===== src/rtl/pll_lock_supervisor.sv =====
// pll_lock_supervisor: PLL power-up and lock qualification sequencer.
// Holds the PLL in power-down, waits for lock, requires a run of
// consecutive locked cycles before releasing the fabric reset, and gives up
// after a bounded number of lock timeouts.
// Build option: define PLL_SUP_LOSS_CNT_EN to include the loss-of-lock
// counter on loss_cnt_o; otherwise loss_cnt_o is tied to zero.
//
// state  | meaning
// PD     | PLL held in power-down for PD_CYCLES cycles
// WAIT   | PLL powered, waiting up to LOCK_TIMEOUT cycles for lock
// STABLE | lock seen, counting STABLE_CYCLES consecutive locked cycles
// RUN    | lock qualified, fabric reset released
// FAULT  | retry budget exhausted, PLL powered down until retry_req_i

module pll_lock_supervisor #(
   parameter int unsigned PD_CYCLES     = 16,
   parameter int unsigned LOCK_TIMEOUT  = 4096,
   parameter int unsigned STABLE_CYCLES = 256,
   parameter int unsigned MAX_RETRIES   = 3
) (
   input  logic       clk_i,
   input  logic       rst_n_i,
   input  logic       pll_lock_i,
   input  logic       retry_req_i,
   output logic       pll_powerdown_n_o,
   output logic       fab_rst_n_o,
   output logic       fault_o,
   output logic [2:0] state_o,
   output logic [3:0] retry_cnt_o,
   output logic [7:0] loss_cnt_o
);

   typedef enum logic [2:0] {
      ST_PD     = 3'd0,
      ST_WAIT   = 3'd1,
      ST_STABLE = 3'd2,
      ST_RUN    = 3'd3,
      ST_FAULT  = 3'd4
   } state_e;

   localparam logic [15:0] PD_LAST      = 16'(PD_CYCLES - 1);
   localparam logic [15:0] TIMEOUT_LAST = 16'(LOCK_TIMEOUT - 1);
   localparam logic [15:0] STABLE_LAST  = 16'(STABLE_CYCLES - 1);
   localparam logic [15:0] RETRY_LIMIT  = 16'(MAX_RETRIES);

   state_e      state_q, state_d;
   logic [15:0] cnt_q, cnt_d;
   logic [3:0]  retry_q, retry_d;
   logic        pd_n_q, fab_q, fault_q;
   logic [1:0]  sync_q;
   logic        lock_s;
   logic        pll_off;

   // While the PLL is powered down its lock output is meaningless, so the
   // synchronizer is held clear; WAIT only reacts to a lock raised after
   // power-up.
   assign pll_off = (state_q == ST_PD) || (state_q == ST_FAULT);

   // Two-flop synchronizer for the asynchronous PLL lock indication.
   always_ff @(posedge clk_i or negedge rst_n_i) begin
      if (!rst_n_i) begin
         sync_q <= 2'b00;
      end else if (pll_off) begin
         sync_q <= 2'b00;
      end else begin
         sync_q <= {sync_q[0], pll_lock_i};
      end
   end

   assign lock_s = sync_q[1];

   // Next-state, shared cycle counter and retry bookkeeping.
   always_comb begin
      state_d = state_q;
      cnt_d   = cnt_q + 16'd1;
      retry_d = retry_q;
      case (state_q)
         ST_PD: begin
            if (cnt_q == PD_LAST) begin
               state_d = ST_WAIT;
               cnt_d   = '0;
            end
         end
         ST_WAIT: begin
            if (lock_s) begin
               state_d = ST_STABLE;
               cnt_d   = '0;
            end else if (cnt_q == TIMEOUT_LAST) begin
               cnt_d = '0;
               if ({12'd0, retry_q} == RETRY_LIMIT) begin
                  state_d = ST_FAULT;
               end else begin
                  state_d = ST_PD;
                  if (retry_q != 4'hF) begin
                     retry_d = retry_q + 4'd1;
                  end
               end
            end
         end
         ST_STABLE: begin
            // Loss of lock wins over a completing count.
            if (!lock_s) begin
               state_d = ST_WAIT;
               cnt_d   = '0;
            end else if (cnt_q == STABLE_LAST) begin
               state_d = ST_RUN;
               cnt_d   = '0;
               retry_d = '0;
            end
         end
         ST_RUN: begin
            cnt_d = '0;
            if (!lock_s) begin
               state_d = ST_PD;
            end
         end
         ST_FAULT: begin
            cnt_d = '0;
            if (retry_req_i) begin
               state_d = ST_PD;
               retry_d = '0;
            end
         end
         default: begin
            state_d = ST_PD;
            cnt_d   = '0;
         end
      endcase
   end

   // State register with outputs registered from the next-state decode, so
   // each output changes on the same edge as the state it belongs to.
   always_ff @(posedge clk_i or negedge rst_n_i) begin
      if (!rst_n_i) begin
         state_q <= ST_PD;
         cnt_q   <= '0;
         retry_q <= '0;
         pd_n_q  <= 1'b0;
         fab_q   <= 1'b0;
         fault_q <= 1'b0;
      end else begin
         state_q <= state_d;
         cnt_q   <= cnt_d;
         retry_q <= retry_d;
         pd_n_q  <= (state_d == ST_WAIT) || (state_d == ST_STABLE) ||
                    (state_d == ST_RUN);
         fab_q   <= (state_d == ST_RUN);
         fault_q <= (state_d == ST_FAULT);
      end
   end

   assign pll_powerdown_n_o = pd_n_q;
   assign fab_rst_n_o       = fab_q;
   assign fault_o           = fault_q;
   assign state_o           = state_q;
   assign retry_cnt_o       = retry_q;

`ifdef PLL_SUP_LOSS_CNT_EN
   logic [7:0] loss_q;

   // Count RUN exits; RUN is only ever left because lock was lost.
   always_ff @(posedge clk_i or negedge rst_n_i) begin
      if (!rst_n_i) begin
         loss_q <= '0;
      end else if ((state_q == ST_RUN) && (state_d == ST_PD) &&
                   (loss_q != 8'hFF)) begin
         loss_q <= loss_q + 8'd1;
      end
   end

   assign loss_cnt_o = loss_q;
`else
   assign loss_cnt_o = 8'd0;
`endif

endmodule


===== config.mk =====
export PLATFORM = sky130hd
export DESIGN_NAME = pll_lock_supervisor
export DESIGN_NICKNAME = d
export VERILOG_FILES = /design/src/rtl/pll_lock_supervisor.sv
export SDC_FILE = /design/constraint.sdc
export NUM_CORES = 1
export LEC_CHECK = 0
export ABC_AREA = 1
export ABC_CLOCK_PERIOD_IN_PS = 2500
export CORE_UTILIZATION = 50
export DETAILED_ROUTE_END_ITERATION = 10
export PLACE_DENSITY = 0.76
export SKIP_CTS_REPAIR_TIMING = 1
export SLEW_MARGIN = 30
export SYNTH_ARGS = -nofsm -noshare
export SYNTH_HDL_FRONTEND = slang
export SYNTH_SLANG_ARGS = --single-unit

===== constraint.sdc =====
create_clock -name clk_i -period 2.5 [get_ports clk_i]
set_clock_uncertainty 0.2 [all_clocks]
set_input_delay 0.25 -clock clk_i [delete_from_list [all_inputs] [get_ports clk_i]]
set_output_delay 0.25 -clock clk_i [all_outputs]
set_load 0.03 [all_outputs]

==> results of run 1 <==
-- worst paths after layout --
kind	startpoint	endpoint	slack [ns]
setup / recovery	state_o[0]$_DFF_PN0_	state_o[0]	0.49
max in group asynchronous	rst_n_i	cnt_q[8]$_DFF_PN0_	1.77
hold reg to reg	sync_q[0]$_DFF_PN0_	sync_q[1]$_DFF_PN0_	0.28
setup reg to reg	cnt_q[0]$_DFF_PN0_	cnt_q[1]$_DFF_PN0_	0.55
min in group clk_i	pll_lock_i	sync_q[0]$_DFF_PN0_	0.20
hold / removal	rst_n_i	cnt_q[1]$_DFF_PN0_	0.06
-- kinds of logic (layout without fill, tap and decap cells) --
family | after synthesis | count (layout) | share of synthesized area
adders and majority gates | 2 | 2 | 0.0148
and+or+nand+nor | 123 | 123 | 0.369
DFF | 28 | 28 | 0.415
other | 1 | 8 | 0.00222
xor gates and xnor gates | 6 | 6 | 0.0311
AOI/OAI and AO/OA | 15 | 15 | 0.0511
buffers and inverters | 41 | 50 | 0.116
-- area by class of cell --
cell class | count | area (µm²)
clock buffer | 3 | 22.5
clock inverter | 1 | 30.0
fill | 297 | 1240
inverter | 32 | 125
multi-input combinational | 154 | 817
sequential | 28 | 701
tap | 44 | 55.1
timing repair buffer | 14 | 138
-- power by group through the flow --
stage | clock network (µW) | logic, µW | registers [µW]
floorplan | 0 | 361 | 692
global placement | 0 | 555 | 633
CTS | 310 | 569 | 626
global route | 329 | 626 | 643
finish | 298 | 565 | 626
detailed placement | 0 | 566 | 634
-- metal layers --
metal	part of all wire	vias to the layer above	wire length [µm]
li1	-	697	-
met1	0.51	562	1530
met2	0.46	17	1380
met3	0.019	4	58
met4	0.0090	0	27
met5	0	-	0
-- cells in the final DEF (no fill, tap or decap), drive strengths merged --
cell,synthesis,final
clkinv,1,1
nand3b,2,2
clkbuf,0,3
nor2,38,38
buf,9,1
xnor2,2,2
dfrtp,28,28
nand2,49,49
a31oi,5,5
nand4,6,6
clkdlybuf4s50,0,13
o21ai,4,4
a21oi,4,4
inv,31,31
bufinv,0,1
conb,1,8
o21bai,2,2
ha,2,2
nor3,6,6
nand3,19,19
and2,1,1
or2,2,2
xor2,4,4
-- synth_stat cells --
cell      number
a21oi_1        4
a31oi_1        5
and2_1         1
buf_4          8
buf_6          1
clkinv_4       1
conb_1         1
dfrtp_1       28
ha_1           2
inv_1         29
inv_2          2
nand2_1       42
nand2_2        4
nand2_4        3
nand3_1       10
nand3_2        9
nand3b_1       2
nand4_1        6
nor2_1        33
nor2_2         3
nor2_4         2
nor3_1         6
o21ai_0        3
o21ai_1        1
o21bai_1       2
or2_2          2
xnor2_1        2
xor2_1         4
-- state kept, by name, indices dropped and copies added, names as in the netlist --
signal             count
cnt_q                 16
fab_rst_n_o            1
fault_o                1
pll_powerdown_n_o      1
retry_cnt_o            4
state_o                3
sync_q                 2
-- stage by stage --
stage	utilization	total power [µW]
2_1_floorplan	-	1050
3_3_place_gp	0.587	1190
3_5_place_dp	0.587	1200
4_1_cts	0.604	1500
5_1_grt	0.604	1600
6_report	0.604	1490
==> results.sh, run 1 <==
export IMPL_status="complete, no violations"
export IMPL_crit_family="buffers and inverters"
export IMPL_netlist_area_leader_share=0.415
export IMPL_leakage_uw=0.000963
export IMPL_fmax_ghz=0.497
export IMPL_dieArea_um2=3610
export IMPL_yosysTopAreaCell="dfrtp_1"
export IMPL_antennaDiodeCount=0
export IMPL_avgRoutedWirePerCell_um=10.8
export IMPL_die_h_um=60.1
export IMPL_period_share=0.804
export IMPL_ir_drop_v=0.000540
export IMPL_fin_nets=239
export IMPL_switching_share=0.391
export IMPL_setup_violations=0
export IMPL_hpwl_um=2270
export IMPL_grt_use_total=0.197
export IMPL_core_area_um2=3130
export IMPL_drt_wl_total_um=2990
export IMPL_via_per_inst=4.64
export IMPL_powerDensity_nw_per_um2=789
export IMPL_crit_fanout=7
export IMPL_fp_dieW_um=60.1
export IMPL_cp_start_kind="register"
export IMPL_synth_cells=216
export IMPL_io_buffers=13
export IMPL_path_cells="clkdlybuf4s50_1"
export IMPL_instances_no_fill=276
export IMPL_grt_max_degree=29
export IMPL_gr_usage_met2=0.327
export IMPL_busiest_layer="met2"
export IMPL_grt_antenna_before_repair=0
export IMPL_grtUsageMet3=0.0195
export IMPL_syn_cell_area_um2=1690
export IMPL_synthTopCellsByArea="dfrtp_1 (42%), nand2_1 (9.3%), nor2_1 (7.3%)"
export IMPL_grt_pass1_wl_um=5330
export IMPL_tritoncts="done"
export IMPL_cts_buffer_depth=2
export IMPL_drtIter0Drc=77
export IMPL_final_area_um2=1890
export IMPL_h_tree_depth=1
export IMPL_ant_nets=0
export IMPL_report_final_slew_viol_count=0
export IMPL_drc=0
export IMPL_layout_drive_gt1_share=0.134
export IMPL_dr_pass1_iters=4
export IMPL_clkLatencyLatePin_ns=0.34
export IMPL_power_frac_comb=0.379
export IMPL_vias=1280
export IMPL_overflow=0
export IMPL_min_path_type="input port to asynchronous set/reset pin"
export IMPL_start_util=0.540
export IMPL_avgSynthCellArea_um2=7.81
export IMPL_rsz0062_at_grt="false"
export IMPL_fin_ws_ns=0.489
export IMPL_maxCapViolations=0
export IMPL_cp_end_kind="primary output"
export IMPL_max_stage_delay_ns=0.72
export IMPL_ys_ff_latch=28
export IMPL_ys_types=28
export IMPL_finalCriticalPeriod_ns=2.01
export IMPL_placedCellCount=272
export IMPL_p_sw_uw=582
export IMPL_seq_power_share=0.420
export IMPL_cts_root_buf="clkbuf_4"
export IMPL_holdWs_ns=0.0586
export IMPL_place_gp_congestion=0.812
export IMPL_critPathArrivalTime_ns=1.56
export IMPL_io_pins=22
export IMPL_critPathRequiredTime_ns=2.05
export IMPL_path_buf_inv=1
export IMPL_worstSetupPathType="register to primary output"
export IMPL_cts_buffers=3
export IMPL_path_depth=1
export IMPL_path_clk_slew_ns=0.16
export IMPL_hold_viol_final=0
export IMPL_p_int_uw=907
export IMPL_yosysSeqAreaShare=0.415
export IMPL_place_area_um2=1840
export IMPL_syn2layout_area_growth_pct=11.9
export IMPL_slowest_stage="clkdlybuf4s50_1"
export IMPL_power_frac_clock=0.200
export IMPL_reg2reg_depth=7
export IMPL_clock_sinks=28
export IMPL_ys_warn_count=0
export IMPL_dp_slack_ns=0.555
export IMPL_grt_pass1_vias=1236
export IMPL_met1_usage=0.270
export IMPL_num_rows=20
export IMPL_tns_ns=0
No activity file was read; power rests on OpenSTA's default activity.
==> inputs of run 2 (changes only) <==
ABC_CLOCK_PERIOD_IN_PS = 1900   (was 2500)
clock period = 1.9 ns   (was 2.5 ns; I/O delays follow)
==> run 2 against run 1 <==
Critical path type unchanged. Non-clock buffer count is 9 higher. Cell count up 3.3%. Final area up 4.7%. Register-to-register slack got worse by 0.41 ns. Via count up 5.5%. Flip-flop and latch count stayed put. Global-route usage is 1.2 points lower. Critical endpoint is now retry_cnt_o[1]. Largest power group unchanged. Worst hold slack worse by 0.046 ns.
==> results.sh, run 2 (synthesis results as in run 1) <==
export IMPL_powerDensity_nw_per_um2=972
export IMPL_start_util=0.540
export IMPL_avgRoutedWirePerCell_um=10.3
export IMPL_vias=1350
export IMPL_cts_root_buf="clkbuf_4"
export IMPL_largest_reg_flops=16
export IMPL_via_per_inst=4.74
export IMPL_worstSetupPathType="register to primary output"
export IMPL_grt_max_degree=29
export IMPL_fp_dieW_um=60.1
export IMPL_mostFrequentLayoutCell="nand2_1"
export IMPL_leakage_uw=0.00110
export IMPL_fin_nets=248
export IMPL_grt_use_total=0.185
export IMPL_path_cells="clkdlybuf4s50_1"
export IMPL_syn2layout_area_growth_pct=17.1
export IMPL_ant_nets=0
export IMPL_io_buffers=13
export IMPL_report_final_slew_viol_count=0
export IMPL_status="complete, no violations"
export IMPL_hold_viol_final=0
export IMPL_io_pins=22
export IMPL_antennaDiodeCount=0
export IMPL_path_clk_slew_ns=0.15
export IMPL_final_area_um2=1980
export IMPL_final_seq_area_um2=701
export IMPL_multi_input_area_um2=827
export IMPL_max_stage_delay_ns=0.70
export IMPL_fillers=286
export IMPL_drt_wl_total_um=2950
export IMPL_crit_fanout=4
export IMPL_hpwl_um=2290
export IMPL_power_total_uw=1920
export IMPL_regMostFlops="cnt_q"
export IMPL_clkLatencyLatePin_ns=0.33
export IMPL_num_rows=20
export IMPL_min_path_type="input port to asynchronous set/reset pin"
export IMPL_final_cell_mix="nand2_1 (42), nor2_1 (33), inv_1 (28), dfrtp_1 (28), nand3_1 (10)"
export IMPL_dieArea_um2=3610
export IMPL_layout_drive_gt1_share=0.174
export IMPL_die_h_um=60.1
export IMPL_crit_family="buffers and inverters"
export IMPL_ir_drop_v=0.000646
export IMPL_fin_ws_ns=0.0508
export IMPL_place_area_um2=1920
export IMPL_grt_pass1_wl_um=5060
export IMPL_slowest_stage="clkdlybuf4s50_1"
export IMPL_post_route_util=0.632
export IMPL_maxCapViolations=0
export IMPL_grt_pass1_vias=1206
export IMPL_path_buf_inv=1
export IMPL_overflow=0
export IMPL_cts_buffer_depth=2
export IMPL_grt_antenna_before_repair=0
export IMPL_dp_slack_ns=0.0996
export IMPL_setup_violations=0
export IMPL_critPathArrivalTime_ns=1.46
export IMPL_tritoncts="done"
export IMPL_place_gp_congestion=0.790
export IMPL_cts_buffers=3
export IMPL_finalCriticalPeriod_ns=1.85
export IMPL_fmax_ghz=0.541
export IMPL_rsz0062_at_grt="false"
export IMPL_clock_sinks=28
export IMPL_cp_end_kind="primary output"
export IMPL_cp_start_kind="register"
export IMPL_critPathRequiredTime_ns=1.51
export IMPL_drc=0
export IMPL_period_share=0.973
export IMPL_core_area_um2=3130
export IMPL_dr_pass1_iters=4
export IMPL_drtIter0Drc=75
export IMPL_h_tree_depth=1
export IMPL_holdWs_ns=0.0131
==> run 2: cell type report <==
cell class / instances / share of cell area
multi-input combinational: 154 / 0.418
sequential: 28 / 0.354
timing repair buffer: 23 / 0.118
inverter: 32 / 0.0633
tap: 44 / 0.0278
clock buffer: 4 / 0.0184
==> run 2: power breakdown <==
part	switching (µW)	internal, µW
sequential	122	702
combinational	470	341
clock	169	117
total	761	1160
==> run 2: path summary, 6_finish.rpt <==
check / startpoint / end / slack [ns] / cells past startpoint
max in group asynchronous: rst_n_i / state_o[2]$_DFF_PN0_ / 1.22 / 2
max reg2reg: cnt_q[0]$_DFF_PN0_ / cnt_q[15]$_DFF_PN0_ / 0.14 / 11
min reg2reg: cnt_q[0]$_DFF_PN0_ / cnt_q[0]$_DFF_PN0_ / 0.29 / 1
min in group clk_i: pll_lock_i / sync_q[0]$_DFF_PN0_ / 0.17 / 3
min: rst_n_i / cnt_q[9]$_DFF_PN0_ / 0.01 / 2
max: retry_cnt_o[1]$_DFFE_PN0P_ / retry_cnt_o[1] / 0.05 / 1
==> run 2: per-stage QoR <==
step	TNS, ns	cells
detailed placement	0	281
floorplan	0	223
global placement	0	281
CTS	-0.122	285
finish	0	285
global route	0	285
==> run 2: routing by layer <==
metal | up-vias | track usage | wire length [µm]
met4 | 0 | 0.0498 | 34
li1 | 720 | - | -
met5 | - | 0 | 0
met1 | 607 | 0.250 | 1430
met3 | 5 | 0.0195 | 78
met2 | 18 | 0.312 | 1400
==> inputs of run 3 (changes only) <==
CTS_BUF_LIST = sky130_fd_sc_hd__clkbuf_16   (was unset)
TNS_END_PERCENT = 20   (was unset)
==> run 3 against run 2 <==
Core utilization up 1.0 points. Sequential power up 2%. Power up 11%. Wire length up 3.1%. Global-route usage up 0.96 points. Cell count unchanged. Critical path depth unchanged. Sequential share of layout area down 0.49 points. Final area up 1.6%. Critical endpoint is now state_o[0].
==> results.sh, run 3 (synthesis results as in run 1) <==
export IMPL_critPathArrivalTime_ns=1.45
export IMPL_io_buffers=13
export IMPL_cp_start_kind="register"
export IMPL_die_h_um=60.1
export IMPL_dieArea_um2=3610
export IMPL_hpwl_um=2290
export IMPL_fp_dieW_um=60.1
export IMPL_crit_fanout=7
export IMPL_overflow=0
export IMPL_cts_buffer_depth=2
export IMPL_clock_sinks=28
export IMPL_layout_drive_gt1_share=0.174
export IMPL_drtIter0Drc=60
export IMPL_vias=1359
export IMPL_num_rows=20
export IMPL_io_pins=22
export IMPL_grt_use_total=0.195
export IMPL_drt_wl_total_um=3040
export IMPL_mostFrequentLayoutCell="nand2_1"
export IMPL_grt_pass1_vias=1231
export IMPL_cts_root_buf="clkbuf_16"
export IMPL_dr_pass1_iters=5
export IMPL_crit_start="state_o[0]$_DFF_PN0_"
export IMPL_start_util=0.540
export IMPL_tns_ns=0
export IMPL_regMostFlops="cnt_q"
export IMPL_via_per_inst=4.77
export IMPL_fmax_ghz=0.542
export IMPL_crit_family="buffers and inverters"
export IMPL_r2r_start="cnt_q[0]$_DFF_PN0_"
export IMPL_antennaDiodeCount=0
export IMPL_report_final_slew_viol_count=0
export IMPL_h_tree_depth=1
export IMPL_drc=0
export IMPL_grt_pass1_wl_um=5220
export IMPL_syn2layout_area_growth_pct=19.0
export IMPL_worstSetupPathType="register to primary output"
export IMPL_ant_nets=0
export IMPL_finalCriticalPeriod_ns=1.84
export IMPL_cts_buffers=3
export IMPL_dp_slack_ns=0.0996
export IMPL_powerDensity_nw_per_um2=1060
export IMPL_path_buf_inv=1
export IMPL_min_path_type="input port to asynchronous set/reset pin"
export IMPL_grt_antenna_before_repair=0
export IMPL_setup_violations=0
export IMPL_grt_max_degree=29
export IMPL_tritoncts="done"
export IMPL_clkLatencyLatePin_ns=0.26
export IMPL_rsz0062_at_grt="false"
export IMPL_max_stage_delay_ns=0.72
export IMPL_period_share=0.971
export IMPL_final_cell_mix="nand2_1 (42), nor2_1 (33), inv_1 (28)"
export IMPL_avgRoutedWirePerCell_um=10.6
export IMPL_slowest_stage="clkdlybuf4s50_1"
export IMPL_ir_drop_v=0.000664
export IMPL_cp_end_kind="primary output"
export IMPL_place_gp_congestion=0.790
export IMPL_critPathRequiredTime_ns=1.51
export IMPL_path_cells="clkdlybuf4s50_1"
export IMPL_maxCapViolations=0
export IMPL_fin_nets=248
export IMPL_core_area_um2=3130
export IMPL_status="complete, no violations"
export IMPL_fillers=274
export IMPL_leakage_uw=0.00102
export IMPL_fin_ws_ns=0.0554
export IMPL_hold_viol_final=0
export IMPL_path_clk_slew_ns=0.06
export IMPL_largest_reg_flops=16
## run 3: report_power, final
| part | leakage, µW | internal, µW | total [µW] | switching [µW] |
|---|---|---|---|---|
| logic | 0.000605 | 349 | 821 | 472 |
| registers | 0.000376 | 704 | 837 | 133 |
| clock network | 0.0000385 | 282 | 475 | 193 |
## run 3: cell type report
cell class	instances	area, µm²	area share
multi-input cells	154	830	0.413
flip-flops and latches	28	702	0.350
repair buffers	23	218	0.108
inverters	32	125	0.0623
clock buffers	3	75.1	0.0374
well taps	44	55.1	0.0274
clock inverters	1	3.75	0.00187
## run 3: layer usage
layer | up-vias | global-route usage | wire, µm
met5 | - | 0 | 0
met4 | 0 | 0.0698 | 50
met3 | 5 | 0.0260 | 63
met2 | 15 | 0.325 | 1450
met1 | 618 | 0.255 | 1470
li1 | 721 | - | -
## run 3: metrics by stage
step	total power, µW	util	std cells	hold slack (ns)	instance area, µm²
final	2130	0.642	285	0.0998	2010
after global routing	2280	0.642	285	0.135	2010
after detailed placement	1640	0.612	281	0.256	1920
after global placement	1630	0.612	281	0.243	1920
after floorplan	1390	-	223	-0.306	1710
after CTS	2130	0.638	285	0.112	1990
## run 3: final timing paths
check                                 endpoint  slack (ns)  cells past startpoint
hold reg to reg            sync_q[1]$_DFF_PN0_        0.28                      2
min in group clk_i         sync_q[0]$_DFF_PN0_        0.25                      3
max in group asynchronous   cnt_q[8]$_DFF_PN0_        1.12                      2
setup / recovery                    state_o[0]        0.06                      1
setup reg to reg           cnt_q[15]$_DFF_PN0_        0.11                     11
hold / removal              cnt_q[7]$_DFF_PN0_         0.1                      2
